**src/rtl/wide_add_seq_pkg.sv**
```systemverilog
// Shared types and defaults for the wide_add_seq multi-precision add/subtract sequencer.
package wide_add_seq_pkg;

  localparam int unsigned DefaultN     = 8;
  localparam int unsigned DefaultWords = 4;

  typedef enum logic [1:0] {
    StIdle,
    StRun,
    StDone
  } state_e;

endpackage

```
**src/rtl/wide_add_seq_if.sv**
```systemverilog
// Operand and result handshakes of wide_add_seq.
// Optional overflow output is present when WIDE_ADD_SEQ_OVF_EN is defined.
interface wide_add_seq_if
  import wide_add_seq_pkg::*;
#(
  parameter int unsigned N     = DefaultN,
  parameter int unsigned WORDS = DefaultWords
);
  localparam int unsigned W = N * WORDS;

  logic         in_valid;
  logic         in_ready;
  logic [W-1:0] a;
  logic [W-1:0] b;
  logic         cin;
  logic         sub;
  logic         out_valid;
  logic         out_ready;
  logic [W-1:0] s;
  logic         cout;
`ifdef WIDE_ADD_SEQ_OVF_EN
  logic         ovf;
`endif

  modport master (
    output in_valid, a, b, cin, sub, out_ready,
`ifdef WIDE_ADD_SEQ_OVF_EN
    input  ovf,
`endif
    input  in_ready, out_valid, s, cout
  );

  modport slave (
    input  in_valid, a, b, cin, sub, out_ready,
`ifdef WIDE_ADD_SEQ_OVF_EN
    output ovf,
`endif
    output in_ready, out_valid, s, cout
  );

endinterface

```
**src/rtl/wide_add_seq_cla_word.sv**
```systemverilog
// N-bit generate/propagate carry-lookahead word slice; also exposes the carry into the MSB.
module wide_add_seq_cla_word #(
  parameter int unsigned N = 8
) (
  input  logic [N-1:0] a_i,
  input  logic [N-1:0] b_i,
  input  logic         cin_i,
  output logic [N-1:0] s_o,
  output logic         cout_o,
  output logic         c_msb_o
);

  logic [N-1:0] g;
  logic [N-1:0] p;
  logic [N:0]   c;

  // Each carry is the flat sum-of-products of lower generates, not a ripple chain.
  always_comb begin
    logic pp;
    pp   = 1'b0;
    g    = a_i & b_i;
    p    = a_i ^ b_i;
    c    = '0;
    c[0] = cin_i;
    for (int i = 0; i < int'(N); i++) begin
      c[i+1] = g[i];
      pp     = p[i];
      for (int j = i - 1; j >= 0; j--) begin
        c[i+1] = c[i+1] | (pp & g[j]);
        pp     = pp & p[j];
      end
      c[i+1] = c[i+1] | (pp & cin_i);
    end
  end

  assign s_o     = p ^ c[N-1:0];
  assign cout_o  = c[N];
  assign c_msb_o = c[N-1];

endmodule

```
**src/rtl/wide_add_seq.sv**
```systemverilog
// Multi-precision add/subtract sequencer: one lookahead word slice reused LSW first.
// Define WIDE_ADD_SEQ_OVF_EN to add the signed-overflow output.
module wide_add_seq
  import wide_add_seq_pkg::*;
#(
  parameter int unsigned N     = DefaultN,
  parameter int unsigned WORDS = DefaultWords
) (
  input  logic          clk,
  input  logic          rst,
  wide_add_seq_if.slave bus
);

  localparam int unsigned W  = N * WORDS;
  localparam int unsigned KW = (WORDS > 1) ? $clog2(WORDS) : 1;

  state_e          state_q, state_d;
  logic [KW-1:0]   k_q, k_d;
  logic            carry_q, carry_d;
  logic [W-1:0]    a_q, a_d;
  logic [W-1:0]    b_q, b_d;
  logic [W-1:0]    s_q, s_d;
  logic            cout_q, cout_d;
  logic            ovf_q, ovf_d;
  logic            in_ready_q, in_ready_d;
  logic            out_valid_q, out_valid_d;

  logic [31:0]     base;
  logic [N-1:0]    word_s;
  logic            word_cout;
  logic            word_cmsb;
  logic            last_word;

  assign base      = 32'(k_q) * N;
  assign last_word = (k_q == KW'(WORDS - 1));

  wide_add_seq_cla_word #(
    .N (N)
  ) u_slice (
    .a_i     (a_q[base +: N]),
    .b_i     (b_q[base +: N]),
    .cin_i   (carry_q),
    .s_o     (word_s),
    .cout_o  (word_cout),
    .c_msb_o (word_cmsb)
  );

  always_comb begin
    state_d     = state_q;
    k_d         = k_q;
    carry_d     = carry_q;
    a_d         = a_q;
    b_d         = b_q;
    s_d         = s_q;
    cout_d      = cout_q;
    ovf_d       = ovf_q;
    in_ready_d  = in_ready_q;
    out_valid_d = out_valid_q;
    unique case (state_q)
      StIdle: begin
        if (bus.in_valid && in_ready_q) begin
          a_d        = bus.a;
          // Subtraction becomes A + ~B + 1 by inverting B and the incoming borrow.
          b_d        = bus.sub ? ~bus.b : bus.b;
          carry_d    = bus.cin ^ bus.sub;
          k_d        = '0;
          in_ready_d = 1'b0;
          state_d    = StRun;
        end
      end
      StRun: begin
        s_d[base +: N] = word_s;
        carry_d        = word_cout;
        if (last_word) begin
          cout_d  = word_cout;
          ovf_d   = word_cmsb ^ word_cout;
          k_d     = '0;
          state_d = StDone;
        end else begin
          k_d = k_q + 1'b1;
        end
      end
      StDone: begin
        out_valid_d = 1'b1;
        if (out_valid_q && bus.out_ready) begin
          out_valid_d = 1'b0;
          in_ready_d  = 1'b1;
          state_d     = StIdle;
        end
      end
      default: state_d = StIdle;
    endcase
  end

  always_ff @(posedge clk) begin
    if (rst) begin
      state_q     <= StIdle;
      k_q         <= '0;
      carry_q     <= 1'b0;
      a_q         <= '0;
      b_q         <= '0;
      s_q         <= '0;
      cout_q      <= 1'b0;
      ovf_q       <= 1'b0;
      in_ready_q  <= 1'b1;
      out_valid_q <= 1'b0;
    end else begin
      state_q     <= state_d;
      k_q         <= k_d;
      carry_q     <= carry_d;
      a_q         <= a_d;
      b_q         <= b_d;
      s_q         <= s_d;
      cout_q      <= cout_d;
      ovf_q       <= ovf_d;
      in_ready_q  <= in_ready_d;
      out_valid_q <= out_valid_d;
    end
  end

  assign bus.in_ready  = in_ready_q;
  assign bus.out_valid = out_valid_q;
  assign bus.s         = s_q;
  assign bus.cout      = cout_q;

`ifdef WIDE_ADD_SEQ_OVF_EN
  assign bus.ovf = ovf_q;
`else
  logic unused_ovf;
  assign unused_ovf = ^{ovf_q, word_cmsb};
`endif

endmodule
```
**src/flat_wrapper.sv**
```systemverilog
// flat-port wrapper written by rule: the top's interface ports become plain ports
module wide_add_seq_flat import wide_add_seq_pkg::*;
#(
  parameter int unsigned N     = DefaultN,
  parameter int unsigned WORDS = DefaultWords
)
  (clk, rst, bus_in_valid, bus_a, bus_b, bus_cin, bus_sub, bus_out_ready, bus_in_ready, bus_out_valid, bus_s, bus_cout);
  wide_add_seq_if #(.N(N), .WORDS(WORDS)) bus_i ();
  input  logic clk;
  input  logic rst;
  input wire logic [$bits(bus_i.in_valid)-1:0] bus_in_valid;
  input wire logic [$bits(bus_i.a)-1:0] bus_a;
  input wire logic [$bits(bus_i.b)-1:0] bus_b;
  input wire logic [$bits(bus_i.cin)-1:0] bus_cin;
  input wire logic [$bits(bus_i.sub)-1:0] bus_sub;
  input wire logic [$bits(bus_i.out_ready)-1:0] bus_out_ready;
  output wire logic [$bits(bus_i.in_ready)-1:0] bus_in_ready;
  output wire logic [$bits(bus_i.out_valid)-1:0] bus_out_valid;
  output wire logic [$bits(bus_i.s)-1:0] bus_s;
  output wire logic [$bits(bus_i.cout)-1:0] bus_cout;
  assign bus_i.in_valid = bus_in_valid;
  assign bus_i.a = bus_a;
  assign bus_i.b = bus_b;
  assign bus_i.cin = bus_cin;
  assign bus_i.sub = bus_sub;
  assign bus_i.out_ready = bus_out_ready;
  assign bus_in_ready = bus_i.in_ready;
  assign bus_out_valid = bus_i.out_valid;
  assign bus_s = bus_i.s;
  assign bus_cout = bus_i.cout;
  wide_add_seq #(.N(N), .WORDS(WORDS)) u_core (.clk(clk), .rst(rst), .bus(bus_i));
endmodule
```
**config.mk**
```make
export PLATFORM = sky130hd
export DESIGN_NAME = wide_add_seq_flat
export DESIGN_NICKNAME = d
export VERILOG_FILES = /design/src/rtl/wide_add_seq_pkg.sv /design/src/rtl/wide_add_seq_if.sv /design/src/rtl/wide_add_seq_cla_word.sv /design/src/rtl/wide_add_seq.sv /design/src/flat_wrapper.sv
export SDC_FILE = /design/constraint.sdc
export NUM_CORES = 1
export LEC_CHECK = 0
export CAP_MARGIN = 5
export CORE_MARGIN = 8
export CORE_UTILIZATION = 46
export CTS_CLUSTER_DIAMETER = 40
export DETAILED_ROUTE_END_ITERATION = 7
export PLACE_DENSITY = 0.88
export SYNTH_ARGS = -nofsm -noshare
export SYNTH_HDL_FRONTEND = slang
export SYNTH_SLANG_ARGS = --single-unit
```
**constraint.sdc**
```tcl
create_clock -name clk -period 2.6 [get_ports clk]
set_input_delay 0.52 -clock clk [delete_from_list [all_inputs] [get_ports clk]]
set_output_delay 0.52 -clock clk [all_outputs]
set_load 0.1 [all_outputs]
```
==> Word level (Yosys, flattened, before mapping) <==
Cells that the tools add are included.
{ "word_totals": {"reg_bits": 104, "in_bits": 70, "out_inout_bits": 35, "wordCells": 151} }
{ "classes": {"n_addsub": 2, "eq_ne": 6, "shift": 4, "mux": 15, "bitwise": 105, "n_reduce_logical": 10} }
{ "ops": {"columns": ["operator", "count"], "rows": [
  ["$and 1x1->1", 64],
  ["$shiftx 32x6->8", 2],
  ["$or 1x1->1", 36],
  ["$neg 5->34", 1],
  ["$shift 8x34->32 const A", 1],
  ["$shiftx 8x34->32", 1],
  ["$bwmux 32", 1],
  ["$mux 32", 1],
  ["$not 32->32", 1],
  ["$xor 8x8->8", 2],
  ["$mux 2", 5],
  ["$and 8x8->8", 1],
  ["$ne 2x1->1 const B", 3],
  ["$pmux 2 s3", 1],
  ["$reduce_and 2->1", 3],
  ["$reduce_and 3->1", 2],
  ["$eq 2x2->1 const B", 2],
  ["$mux 1", 4],
  ["$pmux 1 s2", 2],
  ["$pmux 2 s2", 1],
  ["$reduce_bool 2->1", 2],
  ["$add 2x1->2 const B", 1],
  ["$eq 2x1->1 const B", 1],
  ["$logic_and 1x1->1", 2],
  ["2 further kinds", 2]
]} }

==> Longest topological paths before layout <==
Gate-level depths: netlist (run 1).
{ "logic_depth": {"word_depth": 13, "ltp_mapped": 9, "mapped_depth_nobuf": 7} }

==> Cells and area by module <==
Synthesis (run 1) repeated with hierarchy kept, for this count alone.
{ "unflattened": {"hier_cells": 525, "area_unflattened_um2": 5123.7} }
{ "by_module_without_submodules": {"columns": ["module", "instances", "cells_each", "area_per_inst_um2", "seq_area_each_um2"], "rows": [
  ["wide_add_seq", 1, 478, 4752.1, 2082.0],
  ["wide_add_seq_cla_word", 1, 47, 371.6, 0.0]
]} }

==> Worst setup path before layout (run 1) <==
Ideal clock, no wire load.
{ "synth_timing": {"path_kind": "register to register", "startpoint": "register u_core.k_q[0]", "endpoint": "register u_core.s_q[15] (netlist: u_core.bus.s[15])", "setup_time_ns": 0.124, "t_arrival_ns": 2.716, "required_ns": 2.476, "path_slack_ns": -0.240, "stages_incl_launch_ff": 9, "n_path_buf": 1, "period_less_slack_ns": 2.840, "cell_sequence": "dfxtp_1 buf_2 mux4_2 ha_1 a211oi_2 nor3_1 or3_1 a32oi_2 o21ai_1"} }
{ "synth_between": {"elab_chain_cells": 13, "elab_cells_between_ends": 86, "classes_between": "add/sub (1); shift (4); mux (1); bitwise (80)"} }
{ "synth_rtl": {"columns": ["element", "line_no", "text"], "rows": [
  ["start: declaration", "wide_add_seq.sv:18", "logic [KW-1:0] k_q, k_d;"],
  ["start signal: assignment", "wide_add_seq.sv:109", "k_q <= k_d;"],
  ["$shiftx 32x6->8, on equally long branches", "wide_add_seq.sv:40, wide_add_seq.sv:41", null],
  ["$xor 8x8->8 / $and 8x8->8 (equally long branches)", "wide_add_seq_cla_word.sv:22, wide_add_seq_cla_word.sv:21", null],
  ["$and 1x1->1, on equally long branches", "wide_add_seq_cla_word.sv:29, wide_add_seq_cla_word.sv:30", null],
  ["$or 1x1->1 (tied with other cells) (5 in series)", "wide_add_seq_cla_word.sv:29", "c[i+1] = c[i+1] | (pp & g[j]);"],
  ["$or 1x1->1 / $and 1x1->1 (equally long branches)", "wide_add_seq_cla_word.sv:29, wide_add_seq_cla_word.sv:32", null],
  ["$or 1x1->1", "wide_add_seq_cla_word.sv:32", "c[i+1] = c[i+1] | (pp & cin_i);"],
  ["$xor 8x8->8", "wide_add_seq_cla_word.sv:36", "assign s_o = p ^ c[N-1:0];"],
  ["$shiftx 8x34->32", "wide_add_seq.sv:72", "s_d[base +: N] = word_s;"],
  ["$bwmux 32 (*)", "wide_add_seq.sv:72", null],
  ["end signal: assignment", "wide_add_seq.sv:102", "s_q <= '0;"],
  ["end signal: assignment", "wide_add_seq.sv:113", "s_q <= s_d;"],
  ["end: declaration", "wide_add_seq.sv:22", "logic [W-1:0] s_q, s_d;"]
]} }
Mark *: on every way between the ends. The rest lies on a longest branch, timed or not.
A chain may end at the register's enable or synchronous reset.

==> Worst setup path after layout (run 1) <==
{ "layout_timing": {"startpoint": "register u_core.k_q[0]", "endpoint": "register u_core.s_q[23] (netlist: u_core.bus.s[23])"} }
Same word-level chain as after synthesis.

==> impl_metrics.json, run 1 <==
{
  "h-tree-depth": 3,
  "root_buffer": "clkbuf_8",
  "highest_layer": "met4",
  "synth.cell_area_sq_mm": 0.004766,
  "path_cells": "mux4_2 -> ha_4 -> a211oi_4 -> nor3_4 -> or3_4 -> a32oi_4 -> o21ai_1",
  "cp_num_cells": 7,
  "placedCellCount": 750,
  "final_util_pct": 63.61,
  "cts.sink_count": 104,
  "maxCapViolations": 0,
  "hold_class": "flip-flop to flip-flop",
  "grt_overflow": 0,
  "p_per_area_mw_per_mm2": 576.0,
  "die_h_um": 117.8,
  "setup_viol": 4,
  "synth.avg_cell_area_sq_um": 9.183,
  "viasPerCell": 5.660,
  "ys_ff_latch": 104,
  "finalWorstSetupSlack_ps": -32.29,
  "num_antenna_cells": 0,
  "rrSetupSlack_ps": -30,
  "critical_path_arrival_ps": 2880,
  "area_growth_pct": 35.94,
  "rsz0062_at_grt": "true",
  "wirelength_um": 14250,
  "synth_nets": 605,
  "layout-drive-gt1-share_pct": 21.19,
  "worstRegToRegCells": 7,
  "met1_length_um": 5581,
  "crit_fanout": 6,
  "fp.dieArea_sq_mm": 0.01387,
  "nFillCells": 794,
  "hold_viol": 0,
  "vias": 4375,
  "cp-start-kind": "flip-flop",
  "rr_startpoint": "u_core.k_q[0]",
  "synth_edf_count": 0,
  "crit_type": "flip-flop to flip-flop",
  "die_w_um": 117.8,
  "synth_cell_types": 43,
  "end_kind": "flip-flop",
  "core_area_sq_mm": 0.01018,
  "fmax_mhz": 379.9,
  "drv_slew": 0,
  "p_leak_nw": 2.414,
  "tightestPinTransition_ps": 539.5,
  "crit_path_end": "u_core.bus.s[23]",
  "numPortBuffers": 104,
  "period_share_pct": 101.2,
  "worstHoldStart": "u_core.a_q[8]",
  "grt_pass1_vias": 4452,
  "netlist.area_leader.share_pct": 43.69,
  "drcViolationCount": 0,
  "clk_pin_slew_worst_paths_ps": 100,
  "clock_latency_ps": 360,
  "ir_worst_vdd_mv": 0.3170,
  "wl_per_cell_um": 18.43,
  "outcome": "complete, but fails checks",
  "wl_met2_um": 7302,
  "synthArstFlopShare_pct": 0,
  "initialDrtViolationCount": 323,
  "post-dp-hpwl_um": 9985,
  "cp.buffers_inverters": 0,
  "cts_inserted_buffers": 9,
  "drtAntennaViolNets": 0,
  "reg2reg_to": "u_core.bus.s[23]",
  "met3_length_um": 946,
  "layout.cells.non_filler": 773,
  "worstPathRequired_ps": 2850,
  "ys_top_cells_by_area": "dfxtp_1 (44%), mux4_2 (7.6%), xnor2_1 (6.2%)",
  "critical_path.max_stage_delay_ps": 590,
  "ys.flop_type": "dfxtp_1",
  "skew_ps": 9.939,
  "cts_tree": "done",
  "synth_cells": 519,
  "first_pass_iters": 5,
  "cts_buffer_depth": 2,
  "cpLargestDelayFamily": "compound AO/OA/AOI/OAI gates",
  "place_congestion": 0.9301,
  "grt_max_degree": 56,
  "start_util_pct": 46.79,
  "synth.yosys.seq_area_share_pct": 43.69,
  "maxSlewHeadroom_pct": 63.77,
  "grt_usage_pct": 18.96,
  "yosysWarnings": 0,
  "grt_pass1_wl_um": 21920,
  "ioPinCount": 105,
  "cp_slowest_cell": "mux4_2",
  "crit_start": "u_core.k_q[0]",
  "nNetsFinal": 718,
  "rows": 37,
  "cts_hold_buffers": 0,
  "period_minus_slack_ps": 2632,
  "antenna_found_initial": 0,
  "violations": "setup timing",
  "yosysTopAreaCell": "dfxtp_1"
}
-- worst min-delay path by stage --
stage,to,slack (ps),cells after the start
floorplan,u_core.a_q[16],430,2
global placement,u_core.a_q[12],450,2
detailed placement,u_core.a_q[17],450,2
CTS,u_core.bus.s[31],470,2
global route,u_core.bus.s[31],480,2
finish,u_core.a_q[8],470,2
-- layer usage --
layer	global-route usage, %	vias to the layer above
met4	6.725	0
met2	33.94	192
met5	0	-
li1	-	2050
met1	21.11	2096
met3	5.132	37
-- power breakdown --
group,leakage (nW),internal (mW),switching [mW]
combinational,1.45,0.391,0.453
clock,0.113,0.574,0.562
sequential,0.850,1.68,0.0691
total,2.41,2.65,1.08
-- cell families after synthesis --
kind of cell | after synthesis | share of synthesized area [%]
adder cells (fa/ha/maj) | 16 | 4.358
buffers and inverters | 46 | 4.043
multiplexers | 16 | 7.561
flip-flops | 104 | 43.69
XOR/XNOR | 38 | 6.983
AND/OR/NAND/NOR | 173 | 15.49
AO/OA/AOI/OAI | 126 | 17.88
-- flip-flops by register name, summed over array words and instances (netlist names) --
| signal | flops |
|---|---|
| u_core.bus.cout | 1 |
| u_core.a_q | 32 |
| u_core.b_q | 32 |
| u_core.bus.in_ready | 1 |
| u_core.carry_q | 1 |
| u_core.state_q | 2 |
| u_core.bus.out_valid | 1 |
| u_core.bus.s | 32 |
| u_core.k_q | 2 |
-- cells in the mapped netlist (8+ instances only) --
| cell type | instances |
|---|---|
| a211oi_1 | 34 |
| a21oi_1 | 47 |
| a22oi_1 | 9 |
| a32o_1 | 8 |
| buf_2 | 16 |
| clkbuf_1 | 21 |
| dfxtp_1 | 104 |
| ha_1 | 15 |
| inv_1 | 9 |
| mux4_2 | 16 |
| nand2_1 | 78 |
| nor2_1 | 60 |
| o21ai_0 | 9 |
| xnor2_1 | 34 |
-- stage by stage --
stage / setup TNS [ps] / area [sq um] / setup WS (ps) / hold WS, ps / power [mW]
floorplan: 0 / 4785 / 12.94 / 433.1 / 2.230
global placement: 0 / 5977 / 1.224 / 446.1 / 2.485
detailed placement: -431.5 / 5977 / -78.24 / 452.5 / 2.513
CTS: 0 / 6309 / 11.78 / 465.4 / 3.649
global route: -1217 / 6479 / -127.9 / 481.0 / 3.877
finish: -96.19 / 6479 / -32.29 / 471.9 / 3.732
-- area by class of cell --
class | count | area (sq um) | area share [%]
sequential | 104 | 2087 | 32.21
timing repair buffer | 139 | 1266 | 19.54
tap | 136 | 170.2 | 2.626
clock buffer | 10 | 137.6 | 2.124
inverter | 9 | 33.78 | 0.5214
clock inverter | 6 | 90.09 | 1.390
multi-input combinational | 369 | 2694 | 41.58
-- timing repair --
item,4_1_cts,5_1_grt
pin swaps,3,17
resized for setup,12,27
buffers inserted,3,4
setup endpoints to repair,9,22
-- worst register-to-register path: cells and delay by family (launching register included) --
kind                     cells  cell delay (ps)
AO/OA/AOI/OAI                3              790
adder cells (fa/ha/maj)      1              290
AND/OR/NAND/NOR              2              440
multiplexers                 1              590
flip-flops                   1              410
-- placed cells by master, fill, tap and decap left out, types with 2 or more instances in the layout --
cell type	n
dfxtp_1	102
nand2_1	77
clkdlybuf4s50_1	67
buf_4	61
nor2_1	60
a21oi_1	46
xnor2_1	34
a211oi_1	32
mux4_2	16
clkbuf_8	10
inv_1	9
a22oi_1	9
a32o_1	8
ha_4	8
o21ai_0	7
nand3_1	7
ha_1	7
o21ai_1	6
buf_6	6
nor3_1	5
nand2b_1	4
nor2b_1	3
buf_12	3
nand2_4	2
xor2_2	2
xor2_1	2
a211oi_2	2
a2bb2oi_1	2
nand4_1	2
or3_4	2
nand2_2	2
o22ai_1	2
a311oi_1	2
bufinv_16	2
inv_6	2
buf_2	2
Power figures use the tool's default switching activity.
==> run 2, diff against run 1 <==
--- a/config.mk
+++ b/config.mk
@@ -5,12 +5,13 @@
 export SDC_FILE = /design/constraint.sdc
 export NUM_CORES = 1
 export LEC_CHECK = 0
+export ABC_AREA = 1
 export CAP_MARGIN = 5
 export CORE_MARGIN = 8
 export CORE_UTILIZATION = 46
 export CTS_CLUSTER_DIAMETER = 40
 export DETAILED_ROUTE_END_ITERATION = 7
-export PLACE_DENSITY = 0.88
+export PLACE_DENSITY = 0.87
 export SYNTH_ARGS = -nofsm -noshare
 export SYNTH_HDL_FRONTEND = slang
 export SYNTH_SLANG_ARGS = --single-unit
==> run 2 against run 1 <==
Compared with the run above:
- the flow now finishes without violations
- power is 4.4% higher
- sequential share of layout area is 1.3 points higher
- clock skew is 2.5 ps lower
- maximum frequency is 13% higher
- sequential power is 3% higher
- via count is 6.1% higher
- register-to-register slack better by 300 ps
- non-clock buffer count is 22 lower
- final cell count is 15% higher
- area after synthesis is 4.6% higher
- critical endpoint is now u_core.bus.s[27]
==> impl_metrics.json, run 2 <==
{
  "rows": 38,
  "crit_type": "flip-flop to flip-flop",
  "clock_latency_ps": 370,
  "layout-drive-gt1-share_pct": 11.21,
  "yosysMostFrequentCell": "nor2_1",
  "critical_path_arrival_ps": 2630,
  "p_total_mw": 3.896,
  "ir_worst_vdd_mv": 0.2919,
  "area_growth_pct": 24.84,
  "grt_overflow": 0,
  "core_area_sq_mm": 0.01070,
  "start_util_pct": 46.61,
  "path_cells": "inv_1 -> buf_4 -> o21ai_0 -> o22ai_1 -> ha_1 -> nor2_2 -> a21oi_2 -> nand2_1 -> nand2_1 -> nand2_1 -> nand2_1 -> nor3_1 -> nand2_1 -> a21oi_1",
  "post-dp-hpwl_um": 9701,
  "ys_ff_latch": 104,
  "hold_class": "flip-flop to flip-flop",
  "final_cell_mix": "nor2_1 (133), dfxtp_1 (103), nand2_1 (92), clkdlybuf4s50_1 (67), o21ai_0 (62)",
  "power_switching_mw": 1.325,
  "switching_share_pct": 34.00,
  "clk_pin_slew_worst_paths_ps": 90,
  "cts_tree": "done",
  "skew_ps": 7.484,
  "crit_fanout": 16,
  "p_per_area_mw_per_mm2": 625.9,
  "die_w_um": 120.1,
  "p_leak_nw": 2.494,
  "worstRegToRegCells": 14,
  "worstPathRequired_ps": 2900,
  "viasPerCell": 5.222,
  "cp-start-kind": "flip-flop",
  "tightestPinTransition_ps": 776.4,
  "grt_pass1_vias": 4451,
  "grt_max_degree": 71,
  "first_pass_iters": 5,
  "synth.yosys.seq_area_share_pct": 41.76,
  "antenna_found_initial": 0,
  "grt_usage_pct": 18.37,
  "fmax_mhz": 429.1,
  "drtAntennaViolNets": 0,
  "synth_edf_count": 0,
  "ioPinCount": 105,
  "hold_viol": 0,
  "cts_buffer_depth": 2,
  "maxSlewHeadroom_pct": 48.18,
  "power_frac_clock_pct": 24.8,
  "netlist.area_leader.share_pct": 41.76,
  "ys.flop_type": "dfxtp_1",
  "maxCapViolations": 0,
  "rsz0062_at_grt": "false",
  "cts_hold_buffers": 0,
  "period_minus_slack_ps": 2331,
  "synth_top_cells_by_count": "nor2_1 (135), dfxtp_1 (104), nand2_1 (92)",
  "synth.cell_area_sq_mm": 0.004986,
  "cts_inserted_buffers": 9,
  "cp_slowest_cell": "ha_1",
  "period_share_pct": 89.64,
  "yosysWarnings": 0,
  "wirelength_um": 13060,
  "combPwrFrac_pct": 29.1,
  "yosysTopAreaCell": "dfxtp_1",
  "hold_depth": 2,
  "outcome": "complete, no violations",
  "cts.sink_count": 104,
  "synthArstFlopShare_pct": 0,
  "synth.avg_cell_area_sq_um": 7.589,
  "internal_power_mw": 2.572,
  "seq_area_sq_mm": 0.002083,
  "synth_nets": 743,
  "drcViolationCount": 0,
  "drv_slew": 0,
  "numPortBuffers": 104,
  "setup_viol": 0,
  "h-tree-depth": 3,
  "initialDrtViolationCount": 548,
  "multiInputGateArea_sq_mm": 0.002594,
  "nFillCells": 981,
  "vias": 4642,
  "num_antenna_cells": 0,
  "path_common_cell": "nand2_1",
  "synth_cells": 657,
  "wl_per_cell_um": 14.69,
  "root_buffer": "clkbuf_8",
  "nNetsFinal": 832,
  "fp.dieArea_sq_mm": 0.01443,
  "tns_ps": 0,
  "seq_power_share_pct": 46.1,
  "grt_pass1_wl_um": 21790,
  "die_h_um": 120.1,
  "critical_path.max_stage_delay_ps": 400,
  "final_common_cell": "nor2_1",
  "ys_top_cells_by_area": "dfxtp_1 (42%), nor2_1 (10%), nand2_1 (6.9%)",
  "end_kind": "flip-flop",
  "synth_cell_types": 36,
  "place_congestion": 0.9211
}
run 2: changes by cell type after synthesis, sizes merged, moves of 4 or more:
cell / previous run / this run
inv: 9 / 36
nand2b: 4 / 0
mux4: 16 / 0
nor2: 60 / 140
a22oi: 9 / 2
o21ai: 14 / 63
nand2: 81 / 94
o22ai: 2 / 14
nand3: 7 / 21
a32o: 8 / 0
nand4: 2 / 6
a21oi: 47 / 39
run 2: final timing paths:
kind / from / to / slack (ps)
hold / removal: u_core.b_q[0] / u_core.b_q[0] / 460
setup reg to reg: u_core.k_q[0] / u_core.bus.s[27] / 270
setup / recovery: u_core.k_q[0] / u_core.bus.s[27] / 270
hold reg to reg: u_core.b_q[0] / u_core.b_q[0] / 460
run 2: worst max-delay path: cells and delay by family, from the launching register on:
family,cells,cell delay [ps]
buf+inv,2,250
simple gates,7,780
fa+ha+maj,1,400
flops,1,360
compound gates,4,470
run 2: cell families (layout without fill, tap and decap cells):
| kind of cell | after synthesis | count (layout) | synth area share [%] |
|---|---|---|---|
| xor+xnor | 35 | 35 | 6.148 |
| compound gates | 156 | 156 | 18.72 |
| buf+inv | 76 | 168 | 6.324 |
| simple gates | 270 | 270 | 22.89 |
| fa+ha+maj | 16 | 16 | 4.166 |
| flops | 104 | 104 | 41.76 |
run 2: layout make-up:
cell class / count / share of cell area [%]
Sequential cell: 104 / 33.47
Inverter: 37 / 2.231
Clock buffer: 11 / 2.111
Clock inverter: 3 / 0.7236
Tap cell: 140 / 2.814
Multi-Input combinational cell: 477 / 41.67
Timing Repair Buffer: 117 / 16.98
run 2: timing repair:
item,4_1_cts,5_1_grt
setup buffers,0,1
setup endpoints to repair,0,14
resized for setup,0,5
run 2: metrics by stage:
stage          cell area [sq um]  hold slack (ps)  setup WS [ps]  instances  util [%]
2_1_floorplan               4986            430.1          151.5        657         -
3_3_place_gp                6031            442.5          285.5        874     56.37
3_5_place_dp                6031            452.0          232.3        874     56.37
4_1_cts                     6207            462.8          200.4        888     58.02
5_1_grt                     6225            480.4          37.11        889     58.19
6_report                    6225            460.9          269.5        889     58.19
run 2: power groups by stage:
stage / combinational (mW) / sequential, mW / clock (mW)
2_1_floorplan: 0.695 / 1.90 / 0
5_1_grt: 1.26 / 1.81 / 1.04
3_3_place_gp: 1.09 / 1.83 / 0
3_5_place_dp: 1.10 / 1.83 / 0
4_1_cts: 1.11 / 1.79 / 0.980
6_report: 1.13 / 1.80 / 0.966
run 2: metal layers:
layer	global-route usage (%)	up-vias	part of all wire (%)
li1	-	2359	-
met1	24.36	2086	45
met2	28.57	171	46
met3	3.288	26	6.5
met4	8.353	0	2.7
met5	0	-	0
==> RTL change (config.mk and constraints of run 1) <==
The 3 states of `state_e` get a one-hot encoding in 3 bits.
--- a/src/rtl/wide_add_seq_pkg.sv
+++ b/src/rtl/wide_add_seq_pkg.sv
@@ -4,10 +4,10 @@
   localparam int unsigned DefaultN     = 8;
   localparam int unsigned DefaultWords = 4;
 
-  typedef enum logic [1:0] {
-    StIdle,
-    StRun,
-    StDone
+  typedef enum logic [2:0] {
+    StIdle = 3'b001,
+    StRun  = 3'b010,
+    StDone = 3'b100
   } state_e;
 
 endpackage
Check against the original RTL: same outputs for any inputs over 10 cycles, from zero or initial values and one cycle with rst high; not proved beyond that.
==> RTL change against run 1 <==
  * Sequential share of layout area barely moved
  * Synthesized area rose by 2.9%
  * Sequential cell count rose by 1
  * Hold slack got worse by 9.0 ps
  * Design area rose by 1.1%
  * Setup slack got worse by 84 ps
  * Cell count rose by 3.0%
  * The run still ends with setup timing left
  * Highest routed layer unchanged
  * Routed wire length fell by 4.9%
  * Power rose by 17%
==> RTL change: results (changes against run 1) <==
{
  "power": {
    "power.density": {"value": 669, "unit": "mW/mm^2", "change": "+16%"},
    "maximum_ir_drop_on_the_vdd_rail": {"value": 306, "unit": "uV", "change": "-3.4%"}
  },
  "yosys": {
    "synth_sequential_area_ratio": {"value": 42.9, "unit": "%", "change": "-0.81 points"},
    "synth_common_cells": "105 x sky130_fd_sc_hd__dfxtp_1, 91 x sky130_fd_sc_hd__nand2_1, 57 x sky130_fd_sc_hd__a21oi_1, 52 x sky130_fd_sc_hd__nor2_1, 36 x sky130_fd_sc_hd__a211oi_1",
    "yosys.area_share.xor_xnor": {"value": 6.61, "unit": "%", "change": "-0.37 points"},
    "synth_cells": {"value": 542, "change": "+4.4%"},
    "net_count_of_the_mapped_netlist": {"value": 627, "change": "+3.6%"}
  },
  "finish": {
    "final-seq-area": {"value": 0.00211, "unit": "sq mm", "change": "+0.96%"},
    "n_multi_input_combinational_cell": {"value": 395, "change": "+7.0%"},
    "area_share_nonclk_buffers": {"value": 19.0, "unit": "%", "change": "-0.59 points"},
    "num-nonclk-inverters": {"value": 6, "change": "-3"},
    "number_of_non_clock_buffers_in_the_layout": {"value": 138, "change": "-0.72%"}
  },
  "outcome": {
    "status": "finished, violations left",
    "violations": "setup timing"
  },
  "timing": {
    "final_setup_violation_count": {"value": 8, "change": "+4"},
    "postLayoutSetupSlackWorst": {"value": -116, "unit": "ps", "change": "-83.9 ps"}
  },
  "global_route": {
    "met1_usage": {"value": 21.1, "unit": "%", "change": "about the same"},
    "grt_max_degree": {"value": 97, "change": "+73%"},
    "first_global_vias": {"value": 4451, "change": "-0.022%"}
  },
  "hold_path": {
    "startpoint_of_the_lowest_slack_hold_path": "u_core.bus.s[18]"
  },
  "routing": {
    "m1WireLength": {"value": 5370, "unit": "um", "change": "-3.8%"},
    "detail_route.wirelength": {"value": 13500, "unit": "um", "change": "-4.9%"}
  },
  "placement": {
    "post-dp-hpwl": {"value": 9880, "unit": "um", "change": "-1.0%"},
    "routabilityCongestion": {"value": 0.892, "change": "-4.1%"}
  },
  "setup_path": {
    "timing.critical_path.slowest_cell_delay": {"value": 520, "unit": "ps", "change": "-70 ps"}
  }
}
-- RTL change: cell count changes after synthesis, moves of 3 or more --
cell,delta
sky130_fd_sc_hd__nand2_1,+13
sky130_fd_sc_hd__a22o_1,+12
sky130_fd_sc_hd__a21oi_1,+10
sky130_fd_sc_hd__a22oi_1,-9
sky130_fd_sc_hd__a32o_1,-8
sky130_fd_sc_hd__nor2_1,-8
sky130_fd_sc_hd__nor3_1,+6
sky130_fd_sc_hd__or3_1,+5
sky130_fd_sc_hd__clkbuf_1,-4
sky130_fd_sc_hd__o21ai_1,-4
sky130_fd_sc_hd__a21o_1,+3
sky130_fd_sc_hd__inv_1,-3
sky130_fd_sc_hd__or2_2,+3
-- RTL change: power by group --
group          switching [W]  internal, W
registers           0.000140      0.00181
logic               0.000826     0.000668
clock network       0.000560     0.000379
-- RTL change: repair_timing --
item | in CTS | in global routing
resized for setup | 14 | 23
setup buffers | 7 | 4
endpoints found under the setup margin | 17 | 26
pin swaps | 1 | 10
